File: src/rtl/ssd1306_spi_receiver.sv
// SSD1306 4-wire SPI bus monitor: oversamples SCLK/MOSI/DC/CS/RES with i_Clk, rebuilds
// each byte with its DC tag and queues it in a first-word fall-through FIFO.
module ssd1306_spi_receiver #(
    parameter int FIFO_DEPTH  = 8,
    parameter int SYNC_STAGES = 2,
    parameter int USE_CS      = 1
) (
    input  logic                          i_Clk,
    input  logic                          i_Rst_L,
    input  logic                          i_SPI_Clk,
    input  logic                          i_SPI_MOSI,
    input  logic                          i_SPI_DC,
    input  logic                          i_SPI_RES_L,
    input  logic                          i_SPI_CS_L,
    output logic [7:0]                    o_RX_Byte,
    output logic                          o_RX_DC,
    output logic                          o_RX_Valid,
    input  logic                          i_RX_Ready,
    output logic [$clog2(FIFO_DEPTH):0]   o_Count,
    output logic                          o_Overflow,
    input  logic                          i_Clear_Ovf,
    output logic                          o_Frame_Err
);
    localparam int AW = $clog2(FIFO_DEPTH);
    localparam int CW = AW + 1;
    localparam int SW = 5;

    // Bit order of the synchronized bus: {RES_L, CS_L, DC, MOSI, SCLK}
    logic [SW-1:0] pin_in;
    logic [SW-1:0] synced;
    logic          cs_pin;

    assign cs_pin = (USE_CS != 0) ? i_SPI_CS_L : 1'b0;
    assign pin_in = {i_SPI_RES_L, cs_pin, i_SPI_DC, i_SPI_MOSI, i_SPI_Clk};

    generate
        for (genvar gi = 0; gi < SW; gi++) begin : g_sync
            logic [SYNC_STAGES-1:0] chain_reg;
            always_ff @(posedge i_Clk or negedge i_Rst_L) begin
                if (!i_Rst_L) begin
                    chain_reg <= '0;
                end else begin
                    chain_reg <= {chain_reg[SYNC_STAGES-2:0], pin_in[gi]};
                end
            end
            assign synced[gi] = chain_reg[SYNC_STAGES-1];
        end
    endgenerate

    logic sclk_s, mosi_s, dc_s, cs_s, res_s;
    assign {res_s, cs_s, dc_s, mosi_s, sclk_s} = synced;

    // Edge detection is only needed on SCLK and CS; MOSI/DC are sampled at the SCLK rise.
    logic [1:0] hist_reg;
    always_ff @(posedge i_Clk or negedge i_Rst_L) begin
        if (!i_Rst_L) begin
            hist_reg <= '0;
        end else begin
            hist_reg <= {cs_s, sclk_s};
        end
    end

    logic sclk_rise, cs_rise, flush;
    assign sclk_rise = sclk_s & ~hist_reg[0] & ~cs_s & res_s;
    assign cs_rise   = cs_s & ~hist_reg[1];
    assign flush     = ~res_s;

    logic [2:0] bit_cnt_reg;
    logic [7:0] shift_reg;
    logic       push_pend_reg;
    logic [8:0] push_data_reg;
    logic       frame_err_reg;

    always_ff @(posedge i_Clk or negedge i_Rst_L) begin
        if (!i_Rst_L) begin
            bit_cnt_reg   <= '0;
            shift_reg     <= '0;
            push_pend_reg <= 1'b0;
            push_data_reg <= '0;
            frame_err_reg <= 1'b0;
        end else if (flush) begin
            bit_cnt_reg   <= '0;
            shift_reg     <= '0;
            push_pend_reg <= 1'b0;
            frame_err_reg <= 1'b0;
        end else begin
            push_pend_reg <= 1'b0;
            frame_err_reg <= 1'b0;
            if (cs_rise) begin
                frame_err_reg <= (bit_cnt_reg != 3'd0);
                bit_cnt_reg   <= '0;
                shift_reg     <= '0;
            end else if (sclk_rise) begin
                shift_reg   <= {shift_reg[6:0], mosi_s};
                bit_cnt_reg <= bit_cnt_reg + 3'd1;
                if (bit_cnt_reg == 3'd7) begin
                    push_pend_reg <= 1'b1;
                    push_data_reg <= {dc_s, shift_reg[6:0], mosi_s};
                end
            end
        end
    end

    logic [8:0]    mem [FIFO_DEPTH];
    logic [AW-1:0] wr_ptr_reg, rd_ptr_reg;
    logic [CW-1:0] count_reg, count_next;
    logic          ovf_reg;
    logic          pop, full, push_ok, drop;

    assign pop     = o_RX_Valid & i_RX_Ready;
    assign full    = (count_reg == CW'(FIFO_DEPTH));
    assign push_ok = push_pend_reg & (~full | pop) & ~flush;
    assign drop    = push_pend_reg & full & ~pop & ~flush;

    always_comb begin
        count_next = count_reg;
        case ({push_ok, pop})
            2'b10:   count_next = count_reg + CW'(1);
            2'b01:   count_next = count_reg - CW'(1);
            default: count_next = count_reg;
        endcase
    end

    always_ff @(posedge i_Clk or negedge i_Rst_L) begin
        if (!i_Rst_L) begin
            wr_ptr_reg <= '0;
            rd_ptr_reg <= '0;
            count_reg  <= '0;
        end else if (flush) begin
            wr_ptr_reg <= '0;
            rd_ptr_reg <= '0;
            count_reg  <= '0;
        end else begin
            if (push_ok) wr_ptr_reg <= wr_ptr_reg + AW'(1);
            if (pop)     rd_ptr_reg <= rd_ptr_reg + AW'(1);
            count_reg <= count_next;
        end
    end

    // Storage needs no reset: every read is masked by o_RX_Valid.
    always_ff @(posedge i_Clk) begin
        if (push_ok) mem[wr_ptr_reg] <= push_data_reg;
    end

    always_ff @(posedge i_Clk or negedge i_Rst_L) begin
        if (!i_Rst_L) begin
            ovf_reg <= 1'b0;
        end else if (drop) begin
            ovf_reg <= 1'b1;
        end else if (i_Clear_Ovf) begin
            ovf_reg <= 1'b0;
        end
    end

    assign o_RX_Valid  = (count_reg != '0);
    assign o_RX_Byte   = o_RX_Valid ? mem[rd_ptr_reg][7:0] : 8'h00;
    assign o_RX_DC     = o_RX_Valid ? mem[rd_ptr_reg][8] : 1'b0;
    assign o_Count     = count_reg;
    assign o_Overflow  = ovf_reg;
    assign o_Frame_Err = frame_err_reg;
endmodule
File: config.mk
export PLATFORM = sky130hd
export DESIGN_NAME = ssd1306_spi_receiver
export DESIGN_NICKNAME = d
export VERILOG_FILES = /design/src/rtl/ssd1306_spi_receiver.sv
export SDC_FILE = /design/constraint.sdc
export NUM_CORES = 1
export LEC_CHECK = 0
export BUFFER_PORTS_ARGS = -buffer_cell sky130_fd_sc_hd__buf_2
export CORE_ASPECT_RATIO = 1.4
export CORE_MARGIN = 3
export CORE_UTILIZATION = 40
export CTS_CLUSTER_DIAMETER = 30
export DETAILED_ROUTE_END_ITERATION = 8
export SYNTH_ARGS = -nofsm -noshare
export SYNTH_HDL_FRONTEND = slang
export SYNTH_SLANG_ARGS = --single-unit
File: constraint.sdc
create_clock -name i_Clk -period 2.74 [get_ports i_Clk]
set_input_delay 0.137 -clock i_Clk [delete_from_list [all_inputs] [get_ports i_Clk]]
set_output_delay 0.137 -clock i_Clk [all_outputs]
set_load 0.05 [all_outputs]
==> out/qor.csv <==
stage;metric;value;unit
logic_synthesis;sequential area share after synthesis;69.8;%
drt;drt pass-1 iters;4;
global_route;gr usage total;13.8;%
logic_synthesis;post-synth top area share;46.2;%
job;max capacitance violation total;0;
timing;final setup fails;0;
drt;WL per Instance;17.0;µm
setup_path;Worst Path Max Fanout;9;
logic_synthesis;Synth Instances;272;
logic_synthesis;Post-synth top cells;edfxtp_1 (72), dfrtp_1 (44), mux4_2 (18);
logic_synthesis;Compound-Gate Fraction of Synth Area;5.27;%
timing;min cycle time layout;2410;ps
place;post-DP HPWL;5.09;mm
drt;remaining antenna violation count;0;
floorplanning;Rows;46;
timing;Final Skew;7.20;ps
logic_synthesis;number of synthesized flops with an enable pin;72;
finish;number of fillers in the final layout;981;
timing;Worst-Margin Slew;980;ps
logic_synthesis;area leader, netlist;edfxtp_1;
place;count of input and output buffers;24;
clock_network;clock transition at the registers of the reported paths;50;ps
finish;max reg flops;72;
drt;via count;2425;
setup_path;Startpoint Class;register;
logic_synthesis;Seq cells post-synth;116;
logic_synthesis;Synth Area in XOR/XNOR;0.936;%
timing;Fin Setup TNS;0;ps
logic_synthesis;Synth Area in Simple Gates;6.26;%
clock_network;Post-CTS Setup Bufs;0;
power;Power Density;691;mW/mm²
timing;RSZ-0062 raised after global routing;false;
finish;fin cells;480;
timing;Hold Slack;122;ps
power;Design Power;3880;µW
logic_synthesis;synth unique cells;47;
timing;Final Hold Viols;0;
floorplanning;die extent in x;97.4;µm
setup_path;nature of the critical path endpoint;register;
floorplanning;I/O pins;25;
logic_synthesis;asr flop ratio synth;37.9;%
logic_synthesis;Syn Nets;288;
power;static leakage;0.00219;µW
logic_synthesis;Area contributors post-synth;edfxtp_1 (46%), dfrtp_1 (24%), mux4_2 (8.7%);
logic_synthesis;syn avg cell area;17.2;µm²
finish;Syn-to-layout area delta;20.1;%
floorplanning;core area;0.0114;mm²
timing;fin crit share;88.1;%
drt;Via density;5.05;
clock_network;Max Buffers Root-to-Sink;2;
logic_synthesis;largest family of logic cells by synthesized area;multiplexers;
timing;fin. max-slew vios;0;
global_route;vias in the first global route;2584;
clock_network;CTS tree;built;
finish;share of cells above drive strength 1;30.1;%
floorplanning;die area;0.0130;mm²
finish;ant diodes;0;
setup_path;Setup Crit Path Kind;reg2reg;
power;VDD IR-drop max;0.499;mV
global_route;grt total ovfl;0;
drt;final wirelength;8.18;mm
setup_path;Worst EP required;3030;ps
logic_synthesis;Synth Warn #;0;
place;GPL Wtd Cong;0.742;
logic_synthesis;top-count cell post-synth;edfxtp_1;
timing;Worst slew margin;34.7;%
logic_synthesis;cell area after synthesis;0.00468;mm²
setup_path;CP arrival;2700;ps
finish;Final Cell Area;0.00562;mm²
clock_network;H-tree Lvls;4;
logic_synthesis;ys flop type;edfxtp_1;
finish;Final nets;339;
hold_path;min-delay worst type;in2reg;
floorplanning;die height;134;µm
clock_network;total CTS buffers;17;
logic_synthesis;mux share of post-synthesis cell area;13.4;%
place;placed cells;441;
drt;Iter 0 DRT Violations;158;
global_route;initial antenna violation count;0;
logic_synthesis;Synth Area in Adders;1.87;%
clock_network;clk root buf;clkbuf_16;
floorplanning;starting density of the core;41.0;%
timing;max frequency;414;MHz
global_route;largest net degree at the start of global routing;45;
status;outcome;completed;
clock_network;clk_lat worst skew;400;ps
global_route;first-pass GRT wire length;13.6;mm
clock_network;clock sink count;116;
place;placed cell area;0.00501;mm²
drt;DRC violations left;0;
[repair_timing]
action / in CTS / in global routing
hold buffers: 7 / 0
gates resized for setup: 0 / 0
endpoints found under the hold margin: 50 / 0
[per-stage QoR]
| stage | util [%] | setup slack (ps) |
|---|---|---|
| after global placement | 43.9 | 405 |
| after detailed placement | 43.9 | 355 |
| after CTS | 49.3 | 321 |
| after floorplan | - | 59.3 |
| final | 49.3 | 326 |
| after global routing | 49.3 | 176 |
[logic make-up after synthesis]
| kind of cell | count (synthesis) |
|---|---|
| compound gates | 28 |
| xor+xnor | 5 |
| fa+ha+maj | 7 |
| buf+inv | 22 |
| flops | 116 |
| mux | 39 |
| simple gates | 55 |
[final cells by class]
type | count | area [µm²] | share of cell area, %
Sequential cell | 116 | 3260 | 58.1
Multi-Input combinational cell | 134 | 1300 | 23.1
Clock buffer | 21 | 450 | 8.02
Timing Repair Buffer | 45 | 295 | 5.26
Tap cell | 144 | 180 | 3.21
Clock inverter | 11 | 88.8 | 1.58
Inverter | 9 | 38.8 | 0.691
[worst paths after layout]
kind                       cells past startpoint                    from  slack [ps]                     end
hold / removal                                 3              i_RX_Ready         120           rd_ptr_reg[1]
setup / recovery                               9              o_Count[1]         330              o_Count[3]
setup reg to reg                               9              o_Count[1]         330              o_Count[3]
max in group asynchronous                      2                 i_Rst_L        1650              o_Count[1]
min in group asynchronous                      2                 i_Rst_L         430              o_Count[2]
hold reg to reg                                0  g_sync[1].chain_reg[0]         350  g_sync[1].chain_reg[1]
[report_power, final]
group / internal [µW] / switching (µW)
registers: 1860 / 4.51
logic: 17.9 / 28.8
clock network: 1250 / 719
total: 3130 / 753
[worst max-delay path: stages (launching register included)]
cell and delay, ps:
dfrtp_2 460, or3_4 460, nor2_8 120, inv_6 60
nand2_1 110, a21oi_1 80, ha_1 340, o2111ai_1 160
a221o_1 340, and3_1 160
[metal layers]
metal,GRT usage [%],wire (µm),vias up
met1,16.0,3370,1231
met2,23.6,4400,38
met4,6.31,173,0
li1,-,-,1142
met5,0,0,-
met3,4.32,229,14
[placed cells by master (no fill, tap or decap), types with 2 or more instances in the layout]
cell type	instances
clkbuf_1	3
clkinv_4	2
inv_1	8
nor2b_1	2
ha_1	7
and2_1	4
nand2b_1	5
nor3_1	4
a31oi_1	2
o211ai_1	2
a22o_1	9
mux2i_1	11
nand2_1	11
a221o_1	2
buf_2	24
nand3_1	5
nor2_1	16
clkinv_1	3
mux4_2	18
dlygate4sd3_1	7
clkbuf_16	17
edfxtp_1	72
mux2_2	10
dfrtp_1	43
xnor2_1	4
clkinvlp_4	2
buf_4	14
clkinv_2	3
a21oi_1	2
No activity file was read; power rests on OpenSTA's default activity.
